### src/rtl/keypad_scan_ctrl.sv
// 4x4 matrix keypad scanner: tick strobe, column walk, row debounce,
// one key code at a time to the bus side over a valid/ack handshake.
//
// Ports:
//   clk, rst_n   system clock, async active-low reset
//   rows_in      keypad rows (active low, asynchronous)
//   cols_out     column drive (active low, one bit low)
//   key_code     {row,col} of the last reported key
//   key_valid    new key_code pending until key_ack
//   key_ack      one-cycle consume pulse from the bus side
//   key_down     a debounced key is currently held
//   overrun      sticky: report arrived while key_valid was still set
//   irq          key interrupt, built only with KEYPAD_IRQ_EN
//
// Optional feature macro: KEYPAD_IRQ_EN
module keypad_scan_ctrl #(
    parameter int CLK_DIV      = 50000,
    parameter int DEBOUNCE_CNT = 8
) (
    input  logic       clk,
    input  logic       rst_n,
    input  logic [3:0] rows_in,
    output logic [3:0] cols_out,
    output logic [3:0] key_code,
    output logic       key_valid,
    input  logic       key_ack,
    output logic       key_down,
    output logic       overrun,
    output logic       irq
);

    localparam int TW = $clog2(CLK_DIV);
    localparam logic [TW-1:0] T_LAST = TW'(CLK_DIV - 1);
    localparam int DW = (DEBOUNCE_CNT > 1) ? $clog2(DEBOUNCE_CNT) : 1;
    localparam logic [DW-1:0] D_LAST = DW'(DEBOUNCE_CNT - 1);

    typedef enum logic [1:0] {
        SCAN,
        DEBOUNCE,
        REPORT,
        RELEASE
    } state_t;

    state_t          state;
    logic [TW-1:0]   tcnt;
    logic            tick;
    logic [3:0]      rows_m;
    logic [3:0]      rows_s;
    logic [1:0]      col_idx;
    logic [DW-1:0]   deb_cnt;
    logic [3:0]      pattern;
    logic [1:0]      row;
    logic [1:0]      low_row;
    logic            ack_hit;

    assign tick     = (tcnt == T_LAST);
    assign ack_hit  = key_ack && key_valid;
    assign cols_out = ~(4'b0001 << col_idx);

    always_comb begin
        low_row = 2'd3;
        if (!rows_s[0])
            low_row = 2'd0;
        else if (!rows_s[1])
            low_row = 2'd1;
        else if (!rows_s[2])
            low_row = 2'd2;
    end

    always_ff @(posedge clk or negedge rst_n) begin
        if (!rst_n)
            tcnt <= '0;
        else if (tick)
            tcnt <= '0;
        else
            tcnt <= tcnt + 1'b1;
    end

    // Idle value of the synchroniser is "no key" so reset never looks
    // like a press.
    always_ff @(posedge clk or negedge rst_n) begin
        if (!rst_n) begin
            rows_m <= 4'hF;
            rows_s <= 4'hF;
        end else begin
            rows_m <= rows_in;
            rows_s <= rows_m;
        end
    end

    always_ff @(posedge clk or negedge rst_n) begin
        if (!rst_n) begin
            state     <= SCAN;
            col_idx   <= 2'd0;
            deb_cnt   <= '0;
            pattern   <= 4'hF;
            row       <= 2'd0;
            key_code  <= 4'd0;
            key_valid <= 1'b0;
            key_down  <= 1'b0;
            overrun   <= 1'b0;
        end else begin
            if (ack_hit) begin
                key_valid <= 1'b0;
                overrun   <= 1'b0;
            end
            // REPORT comes after the ack clear so a same-cycle report wins.
            unique case (state)
                SCAN: if (tick) begin
                    if (rows_s != 4'hF) begin
                        row     <= low_row;
                        pattern <= rows_s;
                        deb_cnt <= '0;
                        state   <= DEBOUNCE;
                    end else begin
                        col_idx <= col_idx + 2'd1;
                    end
                end
                DEBOUNCE: if (tick) begin
                    if (rows_s == pattern) begin
                        if (deb_cnt == D_LAST)
                            state <= REPORT;
                        else
                            deb_cnt <= deb_cnt + 1'b1;
                    end else begin
                        col_idx <= col_idx + 2'd1;
                        state   <= SCAN;
                    end
                end
                REPORT: begin
                    key_code  <= {row, col_idx};
                    key_valid <= 1'b1;
                    key_down  <= 1'b1;
                    if (key_valid && !key_ack)
                        overrun <= 1'b1;
                    deb_cnt   <= '0;
                    state     <= RELEASE;
                end
                RELEASE: if (tick) begin
                    if (rows_s == 4'hF) begin
                        if (deb_cnt == D_LAST) begin
                            key_down <= 1'b0;
                            col_idx  <= col_idx + 2'd1;
                            state    <= SCAN;
                        end else begin
                            deb_cnt <= deb_cnt + 1'b1;
                        end
                    end else begin
                        deb_cnt <= '0;
                    end
                end
                default: state <= SCAN;
            endcase
        end
    end

`ifdef KEYPAD_IRQ_EN
    always_ff @(posedge clk or negedge rst_n) begin
        if (!rst_n)
            irq <= 1'b0;
        else if (state == REPORT)
            irq <= 1'b1;
        else if (ack_hit)
            irq <= 1'b0;
    end
`else
    assign irq = 1'b0;
`endif

endmodule

### config.mk
export PLATFORM = sky130hd
export DESIGN_NAME = keypad_scan_ctrl
export DESIGN_NICKNAME = d
export VERILOG_FILES = /design/src/rtl/keypad_scan_ctrl.sv
export SDC_FILE = /design/constraint.sdc
export NUM_CORES = 1
export LEC_CHECK = 0
export CORE_MARGIN = 5
export CORE_UTILIZATION = 59
export CTS_BUF_LIST = sky130_fd_sc_hd__clkbuf_8
export CTS_CLUSTER_SIZE = 16
export DETAILED_ROUTE_END_ITERATION = 8
export PLACE_DENSITY = 0.84
export SLEW_MARGIN = 40
export SYNTH_ARGS = -nofsm -noshare
export SYNTH_HDL_FRONTEND = slang
export SYNTH_SLANG_ARGS = --single-unit
### constraint.sdc
create_clock -name clk -period 2.5 [get_ports clk]
set_input_delay 0.25 -clock clk [delete_from_list [all_inputs] [get_ports clk]]
set_output_delay 0.25 -clock clk [all_outputs]
set_load 0.02 [all_outputs]
=== After elaboration in Yosys (flattened, before gate mapping) ===
Cells that the tools add are included.

* Bits in registers: 44
* Input port bits: 7
* Output and inout bits: 12
* Word-level logic and storage cells: 85

* Add/sub/neg operators: 3
* Eq/ne operators: 18
* Shifts and indexed selects: 1
* Multiplexer cells: 38
* Bitwise operators: 1
* Reduce and logical (&&, ||, !) cells: 12

{| class="wikitable"
|+ Operator list
! operator !! number
|-
| two-way mux 2 bit || 17
|-
| two-way mux 3 bit || 7
|-
| inequality test 2 bit, second input constant || 9
|-
| adder 16 x 1 -> 16 bit, second input constant || 1
|-
| == test 16 bit, second input constant || 1
|-
| two-way mux 16 bit || 1
|-
| one-hot mux 3 bit (4 select lines) || 1
|-
| two-way mux 1 bit || 9
|-
| one-hot mux 2 bit (4 select lines) || 1
|-
| AND reduction 8 bit || 1
|-
| AND reduction 7 bit || 1
|-
| one-hot mux 2 bit (3 select lines) || 1
|-
| AND reduction 5 bit || 1
|-
| == test 2 bit, second input constant || 2
|-
| == test 4 bit || 1
|-
| == test 4 bit, second input constant || 1
|-
| inequality test 4 bit, second input constant || 1
|-
| NOT 4 bit || 1
|-
| AND reduction 4 bit || 1
|-
| nonzero test 2 bit || 2
|-
| << shifter 1 x 2 -> 4 bit, first input constant || 1
|-
| adder 3 x 1 -> 3 bit, second input constant || 1
|-
| == test 3 bit, second input constant || 1
|-
| inequality test 3 bit, second input constant || 1
|-
| other kinds (8) || 9
|}

=== Longest topological paths before layout ===
* Depth after elaboration: 5
* Depth in mapped cells: 6
* Mapped depth without buffers: 6

=== Worst setup path after synthesis ===
OpenSTA, ideal clock, no wires.

* Path type: reg2reg
* Start point: register tcnt[11]
* End point: register col_idx[1]
* Setup time: 0.128 ns
* Arrival time: 1.873 ns
* Required time: 2.372 ns
* Path slack: 0.500 ns
* Cell stages (with the launch flop): 5
* Buffers on the path: 0
* Period minus slack after synthesis: 2.000 ns
* Path through: dfrtp_1 or4b_4 nor4_4 a21boi_2 mux2_1

* Word-level cells in the longest chain between the ends: 3
* Elaborated cells on any way between the ends: 5
* Classes of those cells: 4 x eq/ne; 1 x reduce/logical

{| class="wikitable"
|+ Ends and longest elaborated chain
! what !! RTL line !! text
|-
| from (decl) || 45 || <nowiki>logic [TW-1:0] tcnt;</nowiki>
|-
| from (signal assigned) || 76 || <nowiki>tcnt <= tcnt + 1'b1;</nowiki>
|-
| == test 16 bit (*) || 56 || <nowiki>assign tick = (tcnt == T_LAST);</nowiki>
|-
| inequality test 2 bit (no line) || n/a ||
|-
| AND reduction 8 bit (no line) (*) || n/a ||
|-
| to (signal assigned) || 116 || <nowiki>col_idx <= col_idx + 2'd1;</nowiki>
|-
| to (signal assigned) || 126 || <nowiki>col_idx <= col_idx + 2'd1;</nowiki>
|-
| to (signal assigned) || 143 || <nowiki>col_idx <= col_idx + 2'd1;</nowiki>
|-
| to (decl) || 49 || <nowiki>logic [1:0] col_idx;</nowiki>
|}

Mark *: on every way between the ends. The rest lies on a longest branch, timed or not.
A chain may end at the register's enable or synchronous reset.

=== Worst setup path after layout ===
* Start point: register tcnt[0]
* End point: register col_idx[1]

Same word-level chain as after synthesis.

==> results.cfg <==
[final_layout]
syn_to_final_growth_pct = 15.5
fill_cells = 267
final_cell_mix = dfrtp_1, clkdlybuf4s50_1, nand2_1, nor2_1
multi_input_area_um2 = 877
finalNonFillerCells = 249
drive_above_1_share_pct = 15.3
nNetsFinal = 215
regArea_um2 = 1120
layout_commonest_cell = dfrtp_1
n_antenna_cell = 0

[die]
pin_count = 19
initial_utilization_pct = 61.0
die_w_um = 69.0
row_count = 21
dieArea_um2 = 4760
die_h_um = 69.0
coreArea_um2 = 3360

[timing]
fin_skew_ns = 0.00875
slew_violations = 0
layout_setup_ws_ns = 0.367
rsz0062_at_grt = no
timing.slew.headroom_pct = 64.8
final.setup.tns_ns = 0
hold_viol_final = 0
worstMarginPinSlew_ns = 0.528
fin_crit_sh_pct = 85.3
setup_viol = 0
finalCriticalPeriod_ns = 2.13
holdWs_ns = 0.356
fmax_ghz = 0.469

[clock_tree]
ctsResizeCount = 0
path_clk_slew_ns = 0.08
cts_made_buffers = 5
cts_sinks = 44
post_cts_buffers = 0
clkLatencyLatePin_ns = 0.30
clock_tree.buffer_depth = 2
cts_tree = built
cts_root_buf = clkbuf_8
cts.htree.levels = 2

[detailed_routing]
num_vias = 1380
drtPass1Iterations = 4
drtAntennaViolNets = 0
route.detailed.drc = 0
drtIter0Drc = 64
vias_per_cell = 5.54
post_drt_wl_per_cell_um = 14.1
routed_wl_um = 3500

[yosys]
synth_top_family_by_area = simple AND/OR/NAND/NOR gates
syn_nets = 192
syn_avg_cell_area_um2 = 11.5
async_flop_share_pct = 100
ys_seq_elements = 44
synth_area_leaders = dfrtp_1, dfstp_2, xor2_1
ys_warn_count = 0
synth_xor_area_share_pct = 8.10
synth-edff-count = 0
synth_adder_area_share_pct = 3.66
yosys.area_share.simple_pct = 18.1
synth_area_um2 = 2050
synth_compound_area_share_pct = 7.86
yosysTopAreaCellShare_pct = 39.0
ys.flop_type = dfrtp_1
synth_largest_area_cell = dfrtp_1
synth_cell_types = 39
yosys-mux-area-fraction_pct = 4.81
syn-instance-count = 179
seq_area_frac_synth_pct = 54.4

[flow_run]
maxCapViolCount = 0

[worst_setup_path]
crit_required_ns = 2.68
arrival_ns = 2.31
path_max_fanout = 5
crit_type = reg -> reg
cp-end-kind = flip-flop
start_kind = flip-flop

[outcome]
outcome = completed

[hold_path]
min_path_type = reg -> reg

[place]
dp_slack_ns = 0.368
port_buffers = 17
placed_cells = 240
routabilityCongestion = 0.860
dpl.hpwl_um = 2530

[grt]
grt_max_degree = 45
grt_pass1_wl_um = 6210
grt_pass1_vias = 1431
track_usage_pct = 18.1
antenna_found_initial = 0
overflow = 0

[power]
fin_total_pwr_mw = 1.21
leakage_nw = 1.05
ir_drop_mv = 0.386
p_per_area_nw_per_um2 = 510
[per-layer routing]
layer	part of all wire (%)	global-route usage, %	vias to the layer above
met3	5.5	5.51	7
met5	0	0	-
met2	49	31.4	38
met4	2.1	8.52	0
met1	43	20.0	676
li1	-	-	659
[synth_stat cells (2+ instances only)]
library cell	count
and2_1	3
nand3_1	8
ha_1	6
mux2_2	2
mux2_4	3
dfstp_2	12
xor2_1	10
o21ai_0	10
nand2_1	15
or4bb_1	2
a21oi_1	3
mux2i_1	2
nor2_1	15
and4_1	2
xnor2_1	9
nand4_1	6
buf_4	2
dfrtp_1	32
nor4_4	2
nor3_1	3
clkbuf_1	2
inv_1	10
a31oi_1	4
[flip-flops by register name, indices dropped and copies added (netlist names), named ones only]
name and cells:
rows_s 4, col_idx 2, key_code 4, row 2
tcnt 16, key_valid 1, key_down 1, pattern 4
state 1, rows_m 4, deb_cnt 3
[worst max-delay path: stages (launching register included)]
cell      delay, ns
dfrtp_1        0.37
ha_1           0.27
nand3_1        0.27
nor4_4         0.50
a21boi_2       0.28
mux2_1         0.33
[timing repair]
item | in CTS | in global routing
hold endpoints to repair | 32 | 0
endpoints found under the setup margin | 0 | 0
hold buffers | 1 | 0
[final cells by class]
| type | count | area share (%) |
|---|---|---|
| clock buffers | 6 | 3.48 |
| flip-flops and latches | 44 | 47.1 |
| inverters | 10 | 1.58 |
| multi-input cells | 121 | 37.0 |
| repair buffers | 20 | 8.13 |
| clock inverters | 2 | 0.317 |
| well taps | 46 | 2.43 |
[path summary, 6_finish.rpt]
| path | from | endpoint | slack, ns | depth (start not counted) |
|---|---|---|---|---|
| worst max-delay path | tcnt[0] | col_idx[1] | 0.37 | 5 |
| worst min-delay path | rows_m[3] | rows_s[3] | 0.36 | 0 |
| worst max register to register | tcnt[0] | col_idx[1] | 0.37 | 5 |
| worst min register to register | rows_m[3] | rows_s[3] | 0.36 | 0 |
| max in group asynchronous | rst_n | pattern[0] | 1.65 | 2 |
| min in group asynchronous | rst_n | key_code[1] | 0.47 | 2 |
[power by group]
group / internal (mW) / leakage, nW / switching (mW)
sequential: 0.725 / 0.557 / 0.00530
clock: 0.217 / 0.0538 / 0.225
combinational: 0.0151 / 0.440 / 0.0223
[kinds of logic after synthesis]
| group | Yosys count |
|---|---|
| AO/OA/AOI/OAI | 25 |
| buffers and inverters | 14 |
| multiplexers | 8 |
| flip-flops | 44 |
| adder cells (fa/ha/maj) | 6 |
| AND/OR/NAND/NOR | 62 |
| other | 1 |
| XOR/XNOR | 19 |
[per-stage QoR]
step	cell area, µm²	util [%]
after floorplan	2050	-
after global placement	2270	67.4
after detailed placement	2270	67.5
after CTS	2370	70.5
after global routing	2370	70.5
final	2370	70.5
(Power assumes the default switching activity.)
